File: src/rtl/multicycle_sequencer.sv
// Purpose: multi-cycle control FSM for the 8-bit CPU datapath (fetch/decode/exec/mem/wb/halt),
//          with a private flag register for branches and a wrapping retired-instruction counter.
// Latency: branch 2, ALU op / STR 4, LDR 5 cycles; each imem/dmem wait cycle adds one.
// Backpressure: imem_req/dmem_req held until the matching ready is sampled; ready with no request is ignored.
//
// Ports:
//   clk, rst           rising-edge clock, synchronous active-high reset
//   run                start permission, sampled in IDLE and on the retire cycle
//   instr[15:0]        instruction word; opcode/cond latched on the fetch handshake
//   alu_flags[3:0]     {N,Z,C,V}, captured in EXEC of opcodes 000-100
//   imem_ready/_req    instruction fetch handshake
//   dmem_ready/_req    data access handshake (mem_write marks a store)
//   ir_write, pc_write, pc_src, reg_src, alu_ctrl, alu_src, reg_write, mem_to_reg  datapath controls
//   state[2:0]         current FSM state (debug)
//   retired[7:0]       retired-instruction count, wraps 255 -> 0
module multicycle_sequencer (
  input  logic        clk,
  input  logic        rst,
  input  logic        run,
  input  logic [15:0] instr,
  input  logic [3:0]  alu_flags,
  input  logic        imem_ready,
  input  logic        dmem_ready,
  output logic        imem_req,
  output logic        dmem_req,
  output logic        ir_write,
  output logic        pc_write,
  output logic        pc_src,
  output logic [1:0]  reg_src,
  output logic [1:0]  alu_ctrl,
  output logic        alu_src,
  output logic        reg_write,
  output logic        mem_write,
  output logic        mem_to_reg,
  output logic [2:0]  state,
  output logic [7:0]  retired
);

  typedef enum logic [2:0] {
    S_IDLE   = 3'd0,
    S_FETCH  = 3'd1,
    S_DECODE = 3'd2,
    S_EXEC   = 3'd3,
    S_MEM    = 3'd4,
    S_WB     = 3'd5,
    S_HALT   = 3'd6
  } state_t;

  localparam logic [2:0] OP_ADDI   = 3'b100;
  localparam logic [2:0] OP_LDR    = 3'b101;
  localparam logic [2:0] OP_STR    = 3'b110;
  localparam logic [2:0] OP_B      = 3'b111;
  localparam logic [2:0] COND_HALT = 3'b111;

  state_t      state_q, state_d;
  logic [2:0]  opcode_q, opcode_d;
  logic [2:0]  cond_q, cond_d;
  logic [3:0]  flags_q, flags_d;
  logic [7:0]  retired_q, retired_d;

  logic        taken;
  logic        in_instr;
  state_t      after_retire;

  // Instruction operand bits and the carry flag are consumed by the datapath, not here.
  logic        unused_bits;
  assign unused_bits = ^{instr[9:0], flags_q[1]};

  // Branch condition against the stored flags {N,Z,C,V}; conds 100-110 never taken.
  always_comb begin
    taken = 1'b0;
    case (cond_q)
      3'b000:  taken = 1'b1;
      3'b001:  taken = flags_q[2];
      3'b010:  taken = !flags_q[2];
      3'b011:  taken = flags_q[3] ^ flags_q[0];
      default: taken = 1'b0;
    endcase
  end

  always_comb begin
    state_d      = state_q;
    opcode_d     = opcode_q;
    cond_d       = cond_q;
    flags_d      = flags_q;
    imem_req     = 1'b0;
    dmem_req     = 1'b0;
    ir_write     = 1'b0;
    pc_write     = 1'b0;
    pc_src       = 1'b0;
    reg_src      = 2'b00;
    alu_ctrl     = 2'b00;
    alu_src      = 1'b0;
    reg_write    = 1'b0;
    mem_write    = 1'b0;
    mem_to_reg   = 1'b0;
    after_retire = run ? S_FETCH : S_IDLE;

    // Operand/ALU steering is held steady for the whole life of the latched
    // instruction so the datapath sees no glitches between phases.
    in_instr = (state_q == S_DECODE) || (state_q == S_EXEC) ||
               (state_q == S_MEM)    || (state_q == S_WB);
    if (in_instr) begin
      alu_ctrl   = (opcode_q[2] == 1'b0) ? opcode_q[1:0] : 2'b00;
      alu_src    = (opcode_q == OP_ADDI) || (opcode_q == OP_LDR) || (opcode_q == OP_STR);
      reg_src[0] = (opcode_q == OP_B);
      reg_src[1] = (opcode_q == OP_STR);
      mem_to_reg = (opcode_q == OP_LDR);
    end

    case (state_q)
      S_IDLE: begin
        if (run) state_d = S_FETCH;
      end
      S_FETCH: begin
        imem_req = 1'b1;
        // The IR load must coincide with the accepted word, so this pulse is
        // qualified by the handshake itself.
        if (imem_ready) begin
          ir_write = 1'b1;
          opcode_d = instr[15:13];
          cond_d   = instr[12:10];
          state_d  = S_DECODE;
        end
      end
      S_DECODE: begin
        if (opcode_q == OP_B) begin
          if (cond_q == COND_HALT) begin
            state_d = S_HALT;
          end else begin
            pc_write = 1'b1;
            pc_src   = taken;
            state_d  = after_retire;
          end
        end else begin
          state_d = S_EXEC;
        end
      end
      S_EXEC: begin
        if (opcode_q <= OP_ADDI) begin
          flags_d = alu_flags;
          state_d = S_WB;
        end else begin
          state_d = S_MEM;
        end
      end
      S_MEM: begin
        dmem_req  = 1'b1;
        mem_write = (opcode_q == OP_STR);
        if (dmem_ready) begin
          if (opcode_q == OP_STR) begin
            pc_write = 1'b1;
            state_d  = after_retire;
          end else begin
            state_d = S_WB;
          end
        end
      end
      S_WB: begin
        reg_write = 1'b1;
        pc_write  = 1'b1;
        state_d   = after_retire;
      end
      S_HALT: begin
        state_d = S_HALT;
      end
      default: begin
        state_d = S_IDLE;
      end
    endcase

    retired_d = retired_q + {7'd0, pc_write};
  end

  always_ff @(posedge clk) begin
    if (rst) begin
      state_q   <= S_IDLE;
      opcode_q  <= 3'd0;
      cond_q    <= 3'd0;
      flags_q   <= 4'd0;
      retired_q <= 8'd0;
    end else begin
      state_q   <= state_d;
      opcode_q  <= opcode_d;
      cond_q    <= cond_d;
      flags_q   <= flags_d;
      retired_q <= retired_d;
    end
  end

  assign state   = state_q;
  assign retired = retired_q;

endmodule

File: config.mk
export PLATFORM = sky130hd
export DESIGN_NAME = multicycle_sequencer
export DESIGN_NICKNAME = d
export VERILOG_FILES = /design/src/rtl/multicycle_sequencer.sv
export SDC_FILE = /design/constraint.sdc
export NUM_CORES = 1
export LEC_CHECK = 0
export CORE_ASPECT_RATIO = 2
export CORE_UTILIZATION = 25
export CTS_CLUSTER_SIZE = 40
export DETAILED_ROUTE_END_ITERATION = 12
export GPL_TIMING_DRIVEN = 0
export PLACE_DENSITY = 0.51
export SYNTH_ARGS = -nofsm -noshare
export SYNTH_HDL_FRONTEND = slang
export SYNTH_SLANG_ARGS = --single-unit
File: constraint.sdc
create_clock -name clk -period 2.71 [get_ports clk]
set_clock_uncertainty 0.05 [all_clocks]
set_input_delay 0.271 -clock clk [delete_from_list [all_inputs] [get_ports clk]]
set_output_delay 0.271 -clock clk [all_outputs]
set_load 0.01 [all_outputs]
==> key figures <==
Status
  – Status: complete, no violations

Clocking
  – H-Tree Level Count: 1
  – CTS max path bufs: 2
  – Root buf cell: clkbuf_8
  – Clk sinks: 20
  – Hold buffer count at CTS: 0
  – Skew-Pair Late Insertion Delay: between 200 and 300 ps
  – Setup bufs post-CTS: 0
  – Post-CTS Resized: 0
  – CTS tree: done
  – TritonCTS Buffers: 3
  – Clock slew at reported path FFs: approximately 70 ps

Finish
  – Most common cell after layout, fill and taps aside: clkdlybuf4s50_1
  – Diodes inserted: 0
  – Fill cell count: 480
  – Layout cells sized above 1: between 7 and 8%
  – Commonest cells after routing, fill and taps aside: 37 x clkdlybuf4s50_1, 24 x nor2_1, 20 x dfxtp_1
  – Final net count: slightly below 200
  – P&R area growth vs syn: 42.3%

Logic synthesis
  – Synth Instances: 129
  – Ys async rst share: 0%
  – Syn_area_per_cell: ~8.8 um2
  – Synth Register Bits: 20
  – Post-synth EDFFs: 0
  – Sequential area share after synthesis: between 30% and 40%
  – Synth Flop Type: dfxtp_1
  – Syn Nets: 156
  – Number of synthesis warnings: 0
  – Post-Syn Area: between 1000 and 1500 um2
  – Number of library cell types mapped by synthesis: 37

Route
  – Avg Vias per Cell: approximately 4.8
  – Vias: 1,068
  – Drt initial violations: 27
  – DRC errors left: 0
  – Wirelength per Cell: about 13 um
  – Drt total wl: between 2 and 3 mm
  – DRT antenna net count: 0
  – DRT Pass-1 Iters: 7

GRT
  – Overall global routing resource usage: between 10% and 20%
  – Vias in the first global route: roughly 1,200
  – Largest net degree at the start of global routing: 11
  – Total gr overflow: 0
  – Initial antenna violation count: 0
  – Global-route wire length before repair: between 5 and 6 mm

Die
  – Die W: slightly below 50 um
  – # IOs: between 40 and 50
  – Die area: 4820 um2
  – Floorplan row count: 34
  – Core footprint: about 4300 um2
  – Initial Util: 26.1%
  – Die H: roughly 97 um

STA
  – Final Cycle Share: between 90 and 100%
  – Max-slew violation count: 0
  – TNS Setup: 0 ps
  – Slew @ Worst Pin: 536 ps
  – Final Hold Viols: 0
  – Unrepaired setup endpoints after global routing: no
  – Endpoints failing setup: 0
  – FMAX: between 300 and 400 MHz
  – Slew HR: between 60% and 70%
  – Min Tclk post-route: roughly 2500 ps

Power and ir drop
  – Pwr Total: 0.666 mW
  – Worst vdd ir: 266 uV
  – Leak: between 0.6 and 0.7 nW
  – Pwr Density: ~410 nW/um2

Placed design
  – PortBufs: 37
  – Placer congestion estimate: 0.926
  – Detailed Place HPWL: about 2.3 mm

Worst setup path
  – Critical-path maximum fanout: 7
  – CP arrival: between 2000 and 2500 ps
  – Worst path required time: roughly 2400 ps
  – Critical Path End Type: output port
  – Startpoint types: flip-flop
  – Setup CP Type: flip-flop to output port

Worst hold path
  – Worst hold path class: flip-flop to flip-flop

Flow run
  – Max Cap Viol: 0
==> stage by stage <==
step	instance area, um2	cells	util (%)	hold WS [ps]	worst slack (ps)
final	1610	223	37.2	464	194
after global routing	1610	223	37.2	513	88.6
after CTS	1610	223	37.2	481	188
after detailed placement	1570	220	36.2	448	416
after global placement	1570	220	36.2	450	430
after floorplan	1130	129	-	365	560
==> critical path, cell delays in order, from the launching register on <==
cell and delay [ps]:
dfxtp_1 560, nand2b_1 130, or3_1 410, o22ai_1 250
clkdlybuf4s50_1 600
==> cell usage after synthesis, types with 3 or more instances <==
master | number | area, um2
nor3b_1 | 3 | 22.5
nor2_1 | 24 | 90.1
a31oi_1 | 4 | 25.0
nor3_1 | 4 | 20.0
and3_1 | 4 | 25.0
xnor2_1 | 3 | 26.3
inv_1 | 3 | 11.3
nand2_1 | 4 | 15.0
nand3_1 | 5 | 25.0
xor2_1 | 7 | 61.3
dfxtp_1 | 20 | 400
mux2i_1 | 12 | 120
a21oi_1 | 3 | 15.0
==> worst paths after layout <==
kind                   start         end  slack [ps]  cells after the start
setup reg to reg    state[1]  retired[6]         400                      8
hold / removal    retired[7]  retired[7]         460                      2
setup / recovery    state[1]    pc_write         190                      4
hold reg to reg   retired[7]  retired[7]         460                      2
==> sequential cells by signal, summed over array words and instances (netlist names) <==
register  flops
opcode_q      3
state         3
flags_q       3
retired       8
cond_q        3
==> per-layer routing <==
metal	up-vias	share of wire [%]	global-route usage, %	wire length (um)
li1	530	-	-	-
met1	485	41	15.0	1220
met2	43	52	24.1	1550
met3	10	3.9	1.41	115
met4	0	2.7	5.71	80
met5	-	0	0	0
==> final cells by class <==
class	count	area (um2)	share of cell area [%]
multi-input cells	98	654	40.6
flip-flops and latches	20	400	24.8
repair buffers	37	370	23.0
plain buffers	8	67.6	4.19
well taps	54	67.6	4.19
clock buffers	3	41.3	2.56
inverters	3	11.3	0.698
==> where the power goes <==
part,internal (mW),switching [mW]
Clock,0.0986,0.0863
Sequential,0.305,0.0164
Combinational,0.0887,0.0712
Total,0.492,0.174
==> cells by family (layout without fill, tap and decap cells) <==
group | Yosys count | in the layout | share of synthesized area, %
AO/OA/AOI/OAI | 17 | 17 | 10.6
XOR/XNOR | 10 | 10 | 7.73
buffers and inverters | 11 | 51 | 6.95
flip-flops | 20 | 20 | 35.3
multiplexers | 12 | 12 | 10.6
adder cells (fa/ha/maj) | 2 | 2 | 2.21
AND/OR/NAND/NOR | 57 | 57 | 26.6
No activity file was read; power rests on OpenSTA's default activity.
